## src/rtl/checkers_pkg.sv

```systemverilog
// Shared types and defaults for the checkers bitboard move generator.
package checkers_pkg;

    localparam int unsigned ROWS_DEF = 8;
    localparam int unsigned W_DEF    = 4;

    typedef enum logic [1:0] {
        DIR_UL = 2'd0,
        DIR_UR = 2'd1,
        DIR_DL = 2'd2,
        DIR_DR = 2'd3
    } dir_e;

    typedef enum logic {
        S_IDLE = 1'b0,
        S_EMIT = 1'b1
    } state_e;

endpackage

```

## src/rtl/bb_shift.sv

```systemverilog
// Combinational one-square diagonal shift of a dark-square bitboard.
module bb_shift
    import checkers_pkg::*;
#(
    parameter int unsigned ROWS = ROWS_DEF,
    parameter int unsigned W    = W_DEF
) (
    input  logic [1:0]          dir,
    input  logic [ROWS*W-1:0]   src,
    output logic [ROWS*W-1:0]   dst
);

    localparam int unsigned N  = ROWS * W;
    localparam int          NI = int'(N);
    localparam int          WI = int'(W);

    // Squares on rows of the given parity, optionally excluding one slot (skip < 0 keeps all).
    function automatic logic [N-1:0] row_mask(input int parity, input int skip);
        logic [N-1:0] m;
        m = '0;
        for (int i = 0; i < NI; i++) begin
            if (((i / WI) % 2) == parity && (i % WI) != skip) begin
                m = m | (N'(1) << i);
            end
        end
        return m;
    endfunction

    localparam logic [N-1:0] M_EVEN   = row_mask(0, -1);
    localparam logic [N-1:0] M_EVEN_L = row_mask(0, 0);
    localparam logic [N-1:0] M_ODD    = row_mask(1, -1);
    localparam logic [N-1:0] M_ODD_R  = row_mask(1, WI - 1);

    // Off-board moves fall off the vector ends; edge columns are masked before shifting.
    always_comb begin
        dst = '0;
        case (dir)
            DIR_UL:  dst = ((src & M_EVEN_L) >> (W + 1)) | ((src & M_ODD)   >> W);
            DIR_UR:  dst = ((src & M_EVEN)   >> W)       | ((src & M_ODD_R) >> (W - 1));
            DIR_DL:  dst = ((src & M_EVEN_L) << (W - 1)) | ((src & M_ODD)   << W);
            DIR_DR:  dst = ((src & M_EVEN)   << W)       | ((src & M_ODD_R) << (W + 1));
            default: dst = '0;
        endcase
    end

endmodule

```

## src/rtl/bb_move_gen.sv

```systemverilog
// Latches a board and streams per-direction step and capture masks as four handshaked beats.
module bb_move_gen
    import checkers_pkg::*;
#(
    parameter int unsigned ROWS = ROWS_DEF,
    parameter int unsigned W    = W_DEF
) (
    input  logic                clock,
    input  logic                reset,
    input  logic                start,
    input  logic [ROWS*W-1:0]   own,
    input  logic [ROWS*W-1:0]   opp,
    input  logic [ROWS*W-1:0]   kings,
    input  logic                side,
    output logic                busy,
    output logic                out_valid,
    input  logic                out_ready,
    output logic [1:0]          out_dir,
    output logic [ROWS*W-1:0]   out_step,
    output logic [ROWS*W-1:0]   out_jump,
    output logic                out_last,
    output logic                out_jump_any
);

    localparam int unsigned N = ROWS * W;

    state_e         state_q, state_d;
    logic [N-1:0]   own_q, own_d, opp_q, opp_d, kings_q, kings_d;
    logic           side_q, side_d;
    logic [1:0]     dir_q, dir_d;
    logic           valid_q, valid_d;
    logic           acc_q, acc_d;
    logic           busy_q, busy_d;
    logic           last_q, last_d;
    logic           jany_q, jany_d;
    logic [N-1:0]   step_q, step_d, jump_q, jump_d;

    logic [N-1:0]   movers, empty, s_step, s_jump;

    // Control: accept a board in IDLE, advance one direction per handshake in EMIT.
    always_comb begin
        state_d = state_q;
        own_d   = own_q;
        opp_d   = opp_q;
        kings_d = kings_q;
        side_d  = side_q;
        dir_d   = dir_q;
        valid_d = valid_q;
        acc_d   = acc_q;
        case (state_q)
            S_IDLE: begin
                if (start) begin
                    state_d = S_EMIT;
                    own_d   = own;
                    opp_d   = opp;
                    kings_d = kings;
                    side_d  = side;
                    dir_d   = DIR_UL;
                    valid_d = 1'b1;
                    acc_d   = 1'b0;
                end
            end
            S_EMIT: begin
                if (out_ready) begin
                    acc_d = acc_q | (|jump_q);
                    if (dir_q == DIR_DR) begin
                        state_d = S_IDLE;
                        valid_d = 1'b0;
                        dir_d   = DIR_UL;
                    end else begin
                        dir_d = 2'(dir_q + 2'd1);
                    end
                end
            end
            default: state_d = S_IDLE;
        endcase
    end

    // Men only move forward; dir[1] set means a downward direction.
    always_comb begin
        movers = (dir_d[1] ^ side_d) ? own_d : (own_d & kings_d);
        empty  = ~(own_d | opp_d);
    end

    bb_shift #(.ROWS(ROWS), .W(W)) u_shift_step (
        .dir (dir_d),
        .src (movers),
        .dst (s_step)
    );

    bb_shift #(.ROWS(ROWS), .W(W)) u_shift_jump (
        .dir (dir_d),
        .src (s_step & opp_d),
        .dst (s_jump)
    );

    // Next beat payload, forced to zero whenever no beat is presented.
    always_comb begin
        step_d = valid_d ? (s_step & empty) : '0;
        jump_d = valid_d ? (s_jump & empty) : '0;
        last_d = valid_d && (dir_d == DIR_DR);
        jany_d = valid_d && (acc_d || (|jump_d));
        busy_d = (state_d == S_EMIT);
    end

    always_ff @(posedge clock) begin
        if (reset) begin
            state_q <= S_IDLE;
            own_q   <= '0;
            opp_q   <= '0;
            kings_q <= '0;
            side_q  <= 1'b0;
            dir_q   <= '0;
            valid_q <= 1'b0;
            acc_q   <= 1'b0;
            busy_q  <= 1'b0;
            last_q  <= 1'b0;
            jany_q  <= 1'b0;
            step_q  <= '0;
            jump_q  <= '0;
        end else begin
            state_q <= state_d;
            own_q   <= own_d;
            opp_q   <= opp_d;
            kings_q <= kings_d;
            side_q  <= side_d;
            dir_q   <= dir_d;
            valid_q <= valid_d;
            acc_q   <= acc_d;
            busy_q  <= busy_d;
            last_q  <= last_d;
            jany_q  <= jany_d;
            step_q  <= step_d;
            jump_q  <= jump_d;
        end
    end

    assign busy         = busy_q;
    assign out_valid    = valid_q;
    assign out_dir      = dir_q;
    assign out_step     = step_q;
    assign out_jump     = jump_q;
    assign out_last     = last_q;
    assign out_jump_any = jany_q;

endmodule

```

## config.mk

```make
export PLATFORM = sky130hd
export DESIGN_NAME = bb_move_gen
export DESIGN_NICKNAME = d
export VERILOG_FILES = /design/src/rtl/checkers_pkg.sv /design/src/rtl/bb_shift.sv /design/src/rtl/bb_move_gen.sv
export SDC_FILE = /design/constraint.sdc
export NUM_CORES = 1
export LEC_CHECK = 0
export CORE_MARGIN = 5
export CORE_UTILIZATION = 52
export CTS_BUF_LIST = sky130_fd_sc_hd__clkbuf_16
export DETAILED_ROUTE_END_ITERATION = 7
export PLACE_DENSITY = 0.87
export SETUP_SLACK_MARGIN = 0.15
export SKIP_LAST_GASP = 1
export SLEW_MARGIN = 20
export SYNTH_ARGS = -nofsm -noshare
export SYNTH_HDL_FRONTEND = slang
export SYNTH_SLANG_ARGS = --single-unit
```

## constraint.sdc

```tcl
create_clock -name clock -period 3.9 [get_ports clock]
set_input_delay 0.78 -clock clock [delete_from_list [all_inputs] [get_ports clock]]
set_output_delay 0.78 -clock clock [all_outputs]
set_load 0.1 [all_outputs]
```

==> results.toml <==
[clock_tree]
tritoncts = "built"
htreeDepth = 4
clk_latency_ns = 0.45
cts_root_buf = "clkbuf_16"
clkTransAtPathRegs_ns = 0.07
cts.sinks = 168
cts.path.max_buffers = 2
cts_buffers = 17
hold_buffers = 0

[synth]
ys_seq_area_share_pct = 39.52
synth_ff_type = "dfxtp_1"
syn_inst = 1013
avgSynthCellArea_um2 = 8.400
synth.net_count = 1115
ys_ff_latch = 168
yosys_warnings = 0
netlist_area_um2 = 8509
synth.distinct_cells = 84
synth-edff-count = 0
async_reset_ff_share_pct = 0

[place]
place_hpwl_mm = 29.49
dp.cells = 1562
gp_routability_congestion = 1.083
numPortBuffers = 170
pre_cts_ws_ns = -0.3226

[worst_hold_path]
min_path_type = "reg2reg"

[timing]
worstMarginPinSlew_ns = 1.022
final_max_slew_viol_count = 0
setup_ws_ns = 0.1709
period_needed_ns = 3.729
setup_viol = 0
relSlewSlack_pct = 31.66
hold_viol_final = 0
rsz0062_at_grt = "true"
fmax_mhz = 268.2
clock_skew_ns = 0.009703
fin_crit_sh_pct = 95.62

[grt]
grt_pass1_vias = 10140
gr-usage-all-layers_pct = 40.97
grt_start_max_net_pins = 70
gr-total-overflow = 0
antenna_found_initial = 0
grt_pass1_wl_mm = 57.96

[route]
drt_iter0_drc = 1523
vias_per_cell = 6.314
wirelength_mm = 38.85
wl_per_cell_um = 24.37
num_vias = 10060
drt_pre_antenna_iters = 7
drc = 0
antenna_left = 0

[power]
p_switching_uw = 1605
power.leakage_uw = 0.004945
ir_worst_vdd_mv = 0.3363
clkPwrFrac_pct = 33.9
power.density_nw_per_um2 = 386.3
p_seq_share_pct = 38.0
intPower_uw = 3220
power_frac_comb_pct = 28.1
switching_share_pct = 33.26

[setup_path]
r2r_slack_ns = 0.39
cp_max_fo = 6
critical_path_arrival_ns = 4.06
cp_data_required_time_ns = 4.23
critical_path_class = "in2reg"
endpoint_kind = "flop"
startpoint_type = "primary input"

[final_layout]
multiInputGateArea_um2 = 4687
seq_area_um2 = 3363
diodes = 0
layout_common_cells = "222 x buf_4, 168 x dfxtp_1, 167 x clkdlybuf4s50_1"
final_common_cell = "buf_4"
layout-drive-gt1-share_pct = 22.57
final_nets = 1467
final_cells = 1594
fillCellCount = 1122
area_delta_synth_final_pct = 46.77

[outcome]
status = "finished, final reports clean"

[floorplanning]
die_h_um = 137.9
dieArea_um2 = 19020
core-area_um2 = 15940
die_w_um = 137.9
start_util_pct = 53.37
num_rows = 46
io_pins = 171

[run]
cap_violations = 0
[final cells by class]
type	instances	share of cell area, %
repair buffers	401	28.59
clock buffers	17	3.406
clock inverters	15	1.022
inverters	12	0.3606
multi-input cells	765	37.53
flip-flops and latches	168	26.93
well taps	216	2.164
[cell usage after synthesis, drive strengths merged (4+ instances only)]
cell	count	area, um2
o2bb2ai	13	113.9
or2	4	25.03
nand3	18	90.09
clkbuf	31	116.4
or3	12	80.08
a2111oi	12	106.4
o22ai	4	31.28
a22oi	24	185.2
a21oi	76	406.6
o2111ai	4	35.03
a211o	5	43.79
a31oi	15	115.1
mux2i	78	803.3
o211ai	8	70.06
nor4	20	125.1
nor3b	8	60.06
a2bb2oi	5	43.79
a221oi	4	65.07
nor2b	13	96.35
buf	37	329.1
inv	11	41.29
nor2	161	606.8
dfxtp	168	3363
nand2	105	401.6
o31ai	7	71.32
a211oi	11	82.58
nor3	82	410.4
o21ai	24	120.1
nand2b	4	25.02
nand4	5	31.28
[layer usage]
metal | GRT usage [%] | vias up | wire length [um]
met5 | 1.944 | - | 40
met1 | 49.16 | 4652 | 14040
met3 | 10.60 | 211 | 4501
li1 | - | 4392 | -
met4 | 22.78 | 2 | 2503
met2 | 66.73 | 807 | 17770
[metrics by stage]
step | total power [uW] | cell area, um2 | utilization (%) | TNS, ns | hold slack (ns)
finish | 4824 | 12490 | 78.34 | 0 | 0.4624
global route | 4950 | 12490 | 78.34 | 0 | 0.4786
CTS | 4766 | 12470 | 78.20 | 0 | 0.4625
detailed placement | 3163 | 11910 | 74.70 | -0.5178 | 0.4530
global placement | 3144 | 11910 | 74.70 | -0.4663 | 0.4409
floorplan | 2526 | 8509 | - | 0 | 0.4320
[flip-flops by register name, summed over array words and instances, names as in the netlist]
register,flops
out_valid,1
kings_q,32
side_q,1
out_jump_any,1
out_last,1
out_jump,32
opp_q,32
acc_q,1
own_q,32
out_step,32
busy,1
out_dir,2
[power groups by stage]
stage | Sequential, uW | Combinational (uW) | Clock, uW
floorplan | 1980 | 551 | 0
global placement | 1860 | 1280 | 0
detailed placement | 1870 | 1290 | 0
CTS | 1830 | 1300 | 1630
global route | 1840 | 1400 | 1710
finish | 1830 | 1350 | 1640
[worst max-delay path, stage by stage]
cell and delay (ns):
clkdlybuf4s50_1 0.63, buf_4 0.18, mux2_4 0.30, a22o_1 0.25, nand2_2 0.17, buf_12 0.13
a211oi_1 0.04, a211oi_1 0.44, buf_4 0.20, a2bb2oi_1 0.23, nor2_1 0.06, nor4bb_1 0.32
and4_1 0.23, a31oi_1 0.07
[final timing paths]
kind | from | end | cells after the start
worst max-delay path | out_ready | out_jump_any$_SDFF_PP0_ | 14
worst min-delay path | opp_q[28]$_SDFF_PP0_ | opp_q[28]$_SDFF_PP0_ | 2
worst max register to register | out_dir[0]$_SDFF_PP0_ | out_jump_any$_SDFF_PP0_ | 14
worst min register to register | opp_q[28]$_SDFF_PP0_ | opp_q[28]$_SDFF_PP0_ | 2
[timing repair]
| item | CTS | global route |
|---|---|---|
| pin swaps | 0 | 0 |
| setup buffers | 0 | 0 |
| gates resized for setup | 1 | 6 |
| hold endpoints to repair | 0 | 0 |
| endpoints found under the setup margin | 1 | 3 |
[kinds of logic (layout without fill, tap and decap cells)]
kind of cell	Yosys count	after routing	synth area share (%)
AND/OR/NAND/NOR	448	448	24.56
AO/OA/AOI/OAI	234	234	20.03
flip-flops	168	168	39.52
multiplexers	81	81	9.881
buffers and inverters	80	445	5.764
adder cells (fa/ha/maj)	1	1	0.1470
XOR/XNOR	1	1	0.1029
(Power assumes the default switching activity.)
